`src/rtl/profile_ci_multi_if.sv`:
```
// CI port bundle for profile_ci_multi: CPU-side strobe, operands and completion/result.
interface profile_ci_multi_if;
  logic        start;
  logic [7:0]  ciN;
  logic [31:0] valueA;
  logic [31:0] valueB;
  logic        done;
  logic [31:0] result;

  modport master (output start, ciN, valueA, valueB, input done, result);
  modport slave  (input start, ciN, valueA, valueB, output done, result);
endinterface

```
`src/rtl/profile_ci_multi.sv`:
```
// Profiling custom instruction: NUM_COUNTERS masked event counters, one read per CI call.
// Optional macro PROFILE_SATURATE_EN: counters hold at all-ones instead of wrapping.
module profile_ci_multi #(
  parameter logic [7:0]  customId     = 8'h00,
  parameter int unsigned NUM_COUNTERS = 4,
  parameter int unsigned WIDTH        = 32
) (
  input  logic                clock,
  input  logic                reset,
  input  logic                stall,
  input  logic                busIdle,
  input  logic [7:0]          eventIn,
  profile_ci_multi_if.slave   ci
);

  localparam logic [0:0] IDLE = 1'b0;
  localparam logic [0:0] DONE = 1'b1;

  logic [0:0]              state;
  logic [0:0]              state_nxt;
  logic                    accept_c;
  logic [31:0]             result_q;
  logic [31:0]             rd_c;
  logic [WIDTH-1:0]        cnt [NUM_COUNTERS];
  logic [NUM_COUNTERS-1:0] en;
  logic [NUM_COUNTERS-1:0] en_nxt_c;
  logic [NUM_COUNTERS-1:0] clr_c;
  logic [NUM_COUNTERS-1:0] src_c;
  logic                    unused_c;

  // Operand and event bits that no counter consumes.
  assign unused_c = ^{ci.valueA[31:3], ci.valueB, eventIn};

  // Next-state: accept a matching start only from IDLE; DONE always lasts one cycle.
  always_comb begin
    state_nxt = state;
    accept_c  = 1'b0;
    case (state)
      IDLE: begin
        if (ci.start && (ci.ciN == customId)) begin
          accept_c  = 1'b1;
          state_nxt = DONE;
        end
      end
      DONE:    state_nxt = IDLE;
      default: state_nxt = IDLE;
    endcase
  end

  // Event sources, control masks and read mux (out-of-range index reads 0).
  always_comb begin
    src_c    = '0;
    en_nxt_c = en;
    clr_c    = '0;
    rd_c     = '0;
    for (int i = 0; i < NUM_COUNTERS; i++) begin
      if (i == 0)      src_c[i] = 1'b1;
      else if (i == 1) src_c[i] = stall;
      else if (i == 2) src_c[i] = busIdle;
      else             src_c[i] = eventIn[i];
      if (accept_c) begin
        en_nxt_c[i] = (en[i] | ci.valueB[i]) & ~ci.valueB[8+i];
        clr_c[i]    = ci.valueB[16+i];
      end
      if (ci.valueA[2:0] == 3'(i)) rd_c = 32'(cnt[i]);
    end
  end

  always_ff @(posedge clock or negedge reset) begin
    if (!reset) begin
      state    <= IDLE;
      result_q <= '0;
    end else begin
      state    <= state_nxt;
      result_q <= accept_c ? rd_c : 32'd0;
    end
  end

  // Counters use the pre-acceptance enables; clear overrides a same-edge increment.
  always_ff @(posedge clock or negedge reset) begin
    if (!reset) begin
      en <= '0;
      for (int i = 0; i < NUM_COUNTERS; i++) cnt[i] <= '0;
    end else begin
      en <= en_nxt_c;
      for (int i = 0; i < NUM_COUNTERS; i++) begin
        if (clr_c[i]) begin
          cnt[i] <= '0;
        end else if (en[i] && src_c[i]) begin
`ifdef PROFILE_SATURATE_EN
          if (cnt[i] != '1) cnt[i] <= cnt[i] + WIDTH'(1);
`else
          cnt[i] <= cnt[i] + WIDTH'(1);
`endif
        end
      end
    end
  end

  assign ci.done   = (state == DONE);
  assign ci.result = result_q;

endmodule

```
`src/flat_wrapper.sv`:
```
// flat-port wrapper written by rule: the top's interface ports become plain ports
module profile_ci_multi_flat 
#(
  parameter logic [7:0]  customId     = 8'h00,
  parameter int unsigned NUM_COUNTERS = 4,
  parameter int unsigned WIDTH        = 32
)
  (clock, reset, stall, busIdle, eventIn, ci_start, ci_ciN, ci_valueA, ci_valueB, ci_done, ci_result);
  profile_ci_multi_if ci_i ();
  input  logic clock;
  input  logic reset;
  input  logic stall;
  input  logic busIdle;
  input  logic [7:0] eventIn;
  input wire logic [$bits(ci_i.start)-1:0] ci_start;
  input wire logic [$bits(ci_i.ciN)-1:0] ci_ciN;
  input wire logic [$bits(ci_i.valueA)-1:0] ci_valueA;
  input wire logic [$bits(ci_i.valueB)-1:0] ci_valueB;
  output wire logic [$bits(ci_i.done)-1:0] ci_done;
  output wire logic [$bits(ci_i.result)-1:0] ci_result;
  assign ci_i.start = ci_start;
  assign ci_i.ciN = ci_ciN;
  assign ci_i.valueA = ci_valueA;
  assign ci_i.valueB = ci_valueB;
  assign ci_done = ci_i.done;
  assign ci_result = ci_i.result;
  profile_ci_multi #(.customId(customId), .NUM_COUNTERS(NUM_COUNTERS), .WIDTH(WIDTH)) u_core (.clock(clock), .reset(reset), .stall(stall), .busIdle(busIdle), .eventIn(eventIn), .ci(ci_i));
endmodule
```
`config.mk`:
```
export PLATFORM = sky130hd
export DESIGN_NAME = profile_ci_multi_flat
export DESIGN_NICKNAME = d
export VERILOG_FILES = /design/src/rtl/profile_ci_multi_if.sv /design/src/rtl/profile_ci_multi.sv /design/src/flat_wrapper.sv
export SDC_FILE = /design/constraint.sdc
export NUM_CORES = 1
export LEC_CHECK = 0
export CORE_MARGIN = 1.5
export CORE_UTILIZATION = 25
export DETAILED_ROUTE_END_ITERATION = 10
export SLEW_MARGIN = 10
export SYNTH_ARGS = -nofsm -noshare
export SYNTH_HDL_FRONTEND = slang
export SYNTH_SLANG_ARGS = --single-unit
```
`constraint.sdc`:
```
create_clock -name clock -period 2.5 [get_ports clock]
set_input_delay 0.25 -clock clock [delete_from_list [all_inputs] [get_ports clock]]
set_output_delay 0.25 -clock clock [all_outputs]
set_load 0.005 [all_outputs]
```
==> After elaboration in Yosys (flattened, before gate mapping) <==
Cells that the tools add are included.
{ "totals": {"ram_bits": 0, "latchBits": 0, "inputBits": 85, "elab_cells": 57, "out_inout_bits": 33, "memories": 0, "rom_bits": 0, "regBits": 165} }
{ "classes": {"n_mul": 0, "magnitude_cmp": 0, "bitwise_logic": 13, "muxes": 20, "eq_ne": 3, "shift": 0, "reduce_logical": 10, "div_mod_pow": 0, "addsub": 4} }
{ "ops": {"columns": ["operator", "count"], "rows": [
  ["2-to-1 mux 32 bit", 13],
  ["adder 32 x 1 -> 32 bit, second input constant", 4],
  ["logical NOT 8 bit", 1],
  ["nonzero test 2 bit", 4],
  ["== test 3 x 2 -> 1 bit, second input constant", 2],
  ["2-to-1 mux 1 bit", 6],
  ["NOT 1 bit", 5],
  ["bitwise AND 1 bit", 4],
  ["logical AND 1 bit", 4],
  ["OR 1 bit", 4],
  ["== test 3 x 1 -> 1 bit, second input constant", 1],
  ["logical NOT 3 bit", 1],
  ["one-hot mux 1 bit (2 select lines)", 1]
]} }

==> Depth between registers and ports, before layout <==
{ "depth": {"word_depth": 6, "ltp_mapped": 7, "depth_no_buf": 6} }

==> Worst setup path before layout <==
OpenSTA, ideal clock, no wires.
{ "synth_path": {"kind": "flip-flop to flip-flop", "start": "reg u_core.cnt[0] (netlist bit)", "end": "reg u_core.cnt[28] (netlist bit)", "path_stages_with_launch": 7, "path_slack_ns": 0.510, "setup_time_ns": 0.120, "arrival_ns": 1.870, "required_ns": 2.380, "period_less_slack_ns": 1.990, "path_buffers": 0, "path_cell_list": "dfrtp_1 > ha_1 > nand4_1 > or4_1 > nor3_2 > a311oi_1 > a41o_1"} }
{ "synth_via": {"elab_chain_cells": 3} }
{ "synth_rtl": {"columns": ["element", "line", "text"], "rows": [
  ["start: declaration", "profile_ci_multi.sv:24", "logic [WIDTH-1:0] cnt [NUM_COUNTERS];"],
  ["start signal: indexed assignment", "profile_ci_multi.sv:93", "cnt[i] <= cnt[i] + WIDTH'(1);"],
  ["adder 32 x 1 -> 32 bit", "profile_ci_multi.sv:93", null],
  ["2-to-1 mux 32 bit", "profile_ci_multi.sv:89", "end else if (en[i] && src_c[i]) begin"],
  ["2-to-1 mux 32 bit", "profile_ci_multi.sv:87", "if (clr_c[i]) begin"]
]} }
No other way between the ends. The select of a mux whose other input is x is not followed.
A chain may end at the register's enable or synchronous reset.

==> Worst setup path after layout <==
{ "layout_path": {"start": "reg u_core.cnt[1] (netlist bit)", "end": "reg u_core.cnt[28] (netlist bit)"} }
Same word-level chain as after synthesis.

==> metrics.txt <==
# TYPE chip_impl_metric gauge
chip_impl_metric{name="grt_antenna_before_repair",unit=""} 0
chip_impl_metric{name="finalHoldViolCount",unit=""} 0
chip_impl_info{name="run_status",value="completed"} 1
chip_impl_metric{name="finalCriticalPeriod",unit="ns"} 2.256
chip_impl_metric{name="hold-worst-slack",unit="ns"} 0.3482
chip_impl_metric{name="maxSlewViolCount",unit=""} 0
chip_impl_metric{name="hpwlAfterDp",unit="microns"} 14970
chip_impl_info{name="startpoint",value="u_core.cnt[1]"} 1
chip_impl_metric{name="report.final.setup_viol",unit=""} 0
chip_impl_metric{name="num_antenna_cells",unit=""} 0
chip_impl_metric{name="routed-wl-met3",unit="microns"} 1016
chip_impl_metric{name="max-vdd-ir-drop",unit="uV"} 474.0
chip_impl_metric{name="max_slew.worst_pin.slew",unit="ns"} 0.5393
chip_impl_metric{name="ant_nets",unit=""} 0
chip_impl_metric{name="design.portCount",unit=""} 118
chip_impl_metric{name="post-cts-setup-buffer-count",unit=""} 0
chip_impl_metric{name="initial_utilization",unit=""} 0.2535
chip_impl_info{name="holdCritPathClass",value="in2async"} 1
chip_impl_info{name="critical_path.reg2reg.endpoint",value="u_core.cnt[28]"} 1
chip_impl_metric{name="worstPathMaxFanout",unit=""} 5
chip_impl_info{name="most-common-layout-cells",value="165 x sky130_fd_sc_hd__dfrtp_1, 138 x sky130_fd_sc_hd__nor2_1, 63 x sky130_fd_sc_hd__a211oi_1, 59 x sky130_fd_sc_hd__clkdlybuf4s50_1, 58 x sky130_fd_sc_hd__xor2_1"} 1
chip_impl_metric{name="clk_pin_slew_worst_setup_hold_paths",unit="ns"} 0.07
chip_impl_info{name="timing.rr.start",value="u_core.cnt[1]"} 1
chip_impl_metric{name="fin_tns_setup",unit="ns"} 0
chip_impl_metric{name="core_area",unit="sq um"} 33450
chip_impl_metric{name="dp_cells",unit=""} 1376
chip_impl_metric{name="static-leakage-power",unit="nW"} 4.311
chip_impl_info{name="clk_root_buffer_cell",value="sky130_fd_sc_hd__clkbuf_16"} 1
chip_impl_info{name="crit_path_end_kind",value="flop"} 1
chip_impl_metric{name="maximum_capacitance_violations",unit=""} 0
chip_impl_metric{name="area.growth.synth_to_final",unit="%"} 22.46
chip_impl_metric{name="post_syn_area",unit="sq um"} 8478
chip_impl_metric{name="first_global_vias",unit=""} 6642
chip_impl_metric{name="cp.required",unit="ns"} 2.82
chip_impl_metric{name="grt_first_pass_wirelength",unit="microns"} 35620
chip_impl_metric{name="timing.reg2reg.setup_slack",unit="ns"} 0.24
chip_impl_metric{name="io_buffers",unit=""} 61
chip_impl_metric{name="post_cts_resize_count",unit=""} 0
chip_impl_info{name="top_layer_used_by_detailed_routing",value="met4"} 1
chip_impl_metric{name="fp-row-count",unit=""} 67
chip_impl_metric{name="floorplan.die.height",unit="microns"} 187.2
chip_impl_metric{name="route.layer.met1.wl",unit="microns"} 10800
chip_impl_metric{name="clock_insertion_delay_worst_skew",unit="ns"} 0.44
chip_impl_metric{name="ctsHoldBuffers",unit=""} 1
chip_impl_metric{name="synth.yosys.warnings",unit=""} 0
chip_impl_metric{name="cp.arrival",unit="ns"} 2.57
chip_impl_metric{name="die_area",unit="sq um"} 35030
chip_impl_info{name="timing.critical_path.from_type",value="flop"} 1
chip_impl_metric{name="post-route-period-util",unit=""} 0.9024
chip_impl_metric{name="avgSynthCellArea",unit="sq um"} 9.645
chip_impl_metric{name="clock_tree.buffer_depth",unit=""} 2
chip_impl_metric{name="reg2regPathDepth",unit=""} 6
chip_impl_metric{name="floorplan.die.width",unit="microns"} 187.2
chip_impl_metric{name="routed_via_density",unit=""} 4.792
chip_impl_metric{name="pwr_density_cell",unit="nW/um^2"} 680.4
chip_impl_info{name="rsz0062_at_grt",value="no"} 1
chip_impl_metric{name="detail_route.wl_per_cell",unit="microns"} 15.08
chip_impl_info{name="cts_tree",value="yes"} 1
chip_impl_metric{name="synth_cells",unit=""} 879
chip_impl_metric{name="synth.distinct_cells",unit=""} 39
chip_impl_metric{name="groute.usage.overall",unit=""} 0.1260
chip_impl_metric{name="sequential_share_of_the_synthesized_area",unit=""} 0.4870
chip_impl_metric{name="drt_drc_violations_left",unit=""} 0
chip_impl_metric{name="worst_clock_skew",unit="ns"} 0.01167
chip_impl_metric{name="grt_overflow_total",unit=""} 0
chip_impl_metric{name="max_slew_margin",unit=""} 0.6404
chip_impl_metric{name="cts.sink_count",unit=""} 165
chip_impl_info{name="most_common_cell_after_layout_fill_and_taps_aside",value="sky130_fd_sc_hd__dfrtp_1"} 1
chip_impl_metric{name="totalWireLength",unit="microns"} 21250
chip_impl_metric{name="synth_fp_nets",unit=""} 968
chip_impl_metric{name="max_freq",unit="MHz"} 443.3
chip_impl_metric{name="maximum_number_of_pins_on_one_net_before_global_route_repair",unit=""} 56
chip_impl_metric{name="finalWeightedCongestion",unit=""} 0.8165
chip_impl_metric{name="detail_route.iter0.violations",unit=""} 520
chip_impl_metric{name="drt-pass1-iter-count",unit=""} 4
chip_impl_metric{name="met2RoutedLength",unit="microns"} 9196
chip_impl_info{name="worst-setup-path-type",value="reg2reg"} 1
chip_impl_metric{name="layoutNonFillerInstCount",unit=""} 1409
chip_impl_metric{name="cts-htree-levels",unit=""} 4
chip_impl_metric{name="numCtsBuffers",unit=""} 17
chip_impl_metric{name="fillers",unit=""} 3429
chip_impl_metric{name="finish.net_count",unit=""} 1037
chip_impl_metric{name="vias",unit=""} 6752
chip_impl_metric{name="total_of_flip_flops_plus_latches_after_synthesis",unit=""} 165
chip_impl_metric{name="post_route_cells_drive_above_1_share",unit=""} 0.07804
## worst max-delay path, cell delays in order (launching register included)
cell and delay [ns]:
sky130_fd_sc_hd__dfrtp_1 0.41, sky130_fd_sc_hd__ha_1 0.19, sky130_fd_sc_hd__nand4_1 0.21, sky130_fd_sc_hd__or4_1 0.64, sky130_fd_sc_hd__nor3_2 0.32, sky130_fd_sc_hd__a311oi_1 0.14
sky130_fd_sc_hd__a41o_1 0.23
## Yosys cell counts, drive strengths merged
library cell | n | area [sq um]
inv | 13 | 48.80
nand3 | 52 | 260.3
nand4b | 1 | 8.760
dfrtp | 165 | 4129
a211oi | 63 | 473.0
nor2b | 27 | 168.9
a311oi | 1 | 8.760
ha | 4 | 50.05
o21ai | 13 | 65.06
nor4 | 17 | 133.9
nor3 | 21 | 110.1
nor4b | 1 | 8.760
or3 | 18 | 112.6
mux2i | 33 | 330.3
buf | 9 | 41.29
nor3b | 1 | 12.51
or2 | 2 | 12.52
a21oi | 25 | 125.1
and4 | 13 | 113.9
or4 | 6 | 48.80
a41o | 1 | 10.01
nand2b | 1 | 6.260
nand4 | 43 | 275.3
xnor2 | 52 | 455.4
nor2 | 138 | 518.0
clkbuf | 35 | 131.4
and3 | 16 | 100.1
nand2 | 42 | 157.7
and2 | 7 | 43.79
and4b | 1 | 10.01
xor2 | 58 | 508.0
## cells by family after synthesis
| kind of cell | Yosys count | share of synthesized area |
|---|---|---|
| adder cells (fa/ha/maj) | 4 | 0.005903 |
| AO/OA/AOI/OAI | 103 | 0.08043 |
| AND/OR/NAND/NOR | 407 | 0.2479 |
| XOR/XNOR | 110 | 0.1136 |
| buffers and inverters | 57 | 0.02612 |
| flip-flops | 165 | 0.4870 |
| multiplexers | 33 | 0.03896 |
## layout make-up
type | instances | area, sq um | area share
clock buffers | 18 | 439.2 | 0.04230
clock inverters | 14 | 165.2 | 0.01591
inverters | 13 | 48.80 | 0.004700
multi-input cells | 657 | 4130 | 0.3978
flip-flops and latches | 165 | 4129 | 0.3977
well taps | 448 | 560.5 | 0.05399
repair buffers | 94 | 909.6 | 0.08761
## per-stage QoR
step | cell area, sq um | total power, mW | setup WS [ns] | util
after global routing | 10380 | 7.436 | 0.1394 | 0.3104
final | 10380 | 7.064 | 0.2441 | 0.3104
after detailed placement | 9768 | 4.396 | 0.09864 | 0.2920
after CTS | 10380 | 7.129 | 0.2553 | 0.3104
after floorplan | 8478 | 4.002 | 0.5097 | -
after global placement | 9768 | 4.373 | 0.1254 | 0.2920
## report_power, final
group	switching, mW	leakage [nW]	internal, mW
clock network	1.19	0.296	1.53
logic	0.627	1.86	0.492
registers	0.315	2.15	2.91
## worst max-delay path by stage
| stage | slack, ns | endpoint |
|---|---|---|
| floorplan | 0.51 | u_core.cnt[28] |
| global placement | 0.13 | u_core.cnt[28] |
| detailed placement | 0.1 | u_core.cnt[28] |
| CTS | 0.26 | u_core.cnt[28] |
| global route | 0.14 | u_core.cnt[28] |
| finish | 0.24 | u_core.cnt[28] |
## sequential cells by signal, summed over array words and instances (netlist names)
name,flops
u_core.ci.result,32
u_core.en,4
u_core.cnt,128
u_core.ci.done,1
## per-layer routing
metal	global-route usage	vias up
met4	0.03474	0
met2	0.1854	162
met3	0.02758	18
met5	0	-
met1	0.1845	3318
li1	-	3254
(Power assumes the default switching activity.)
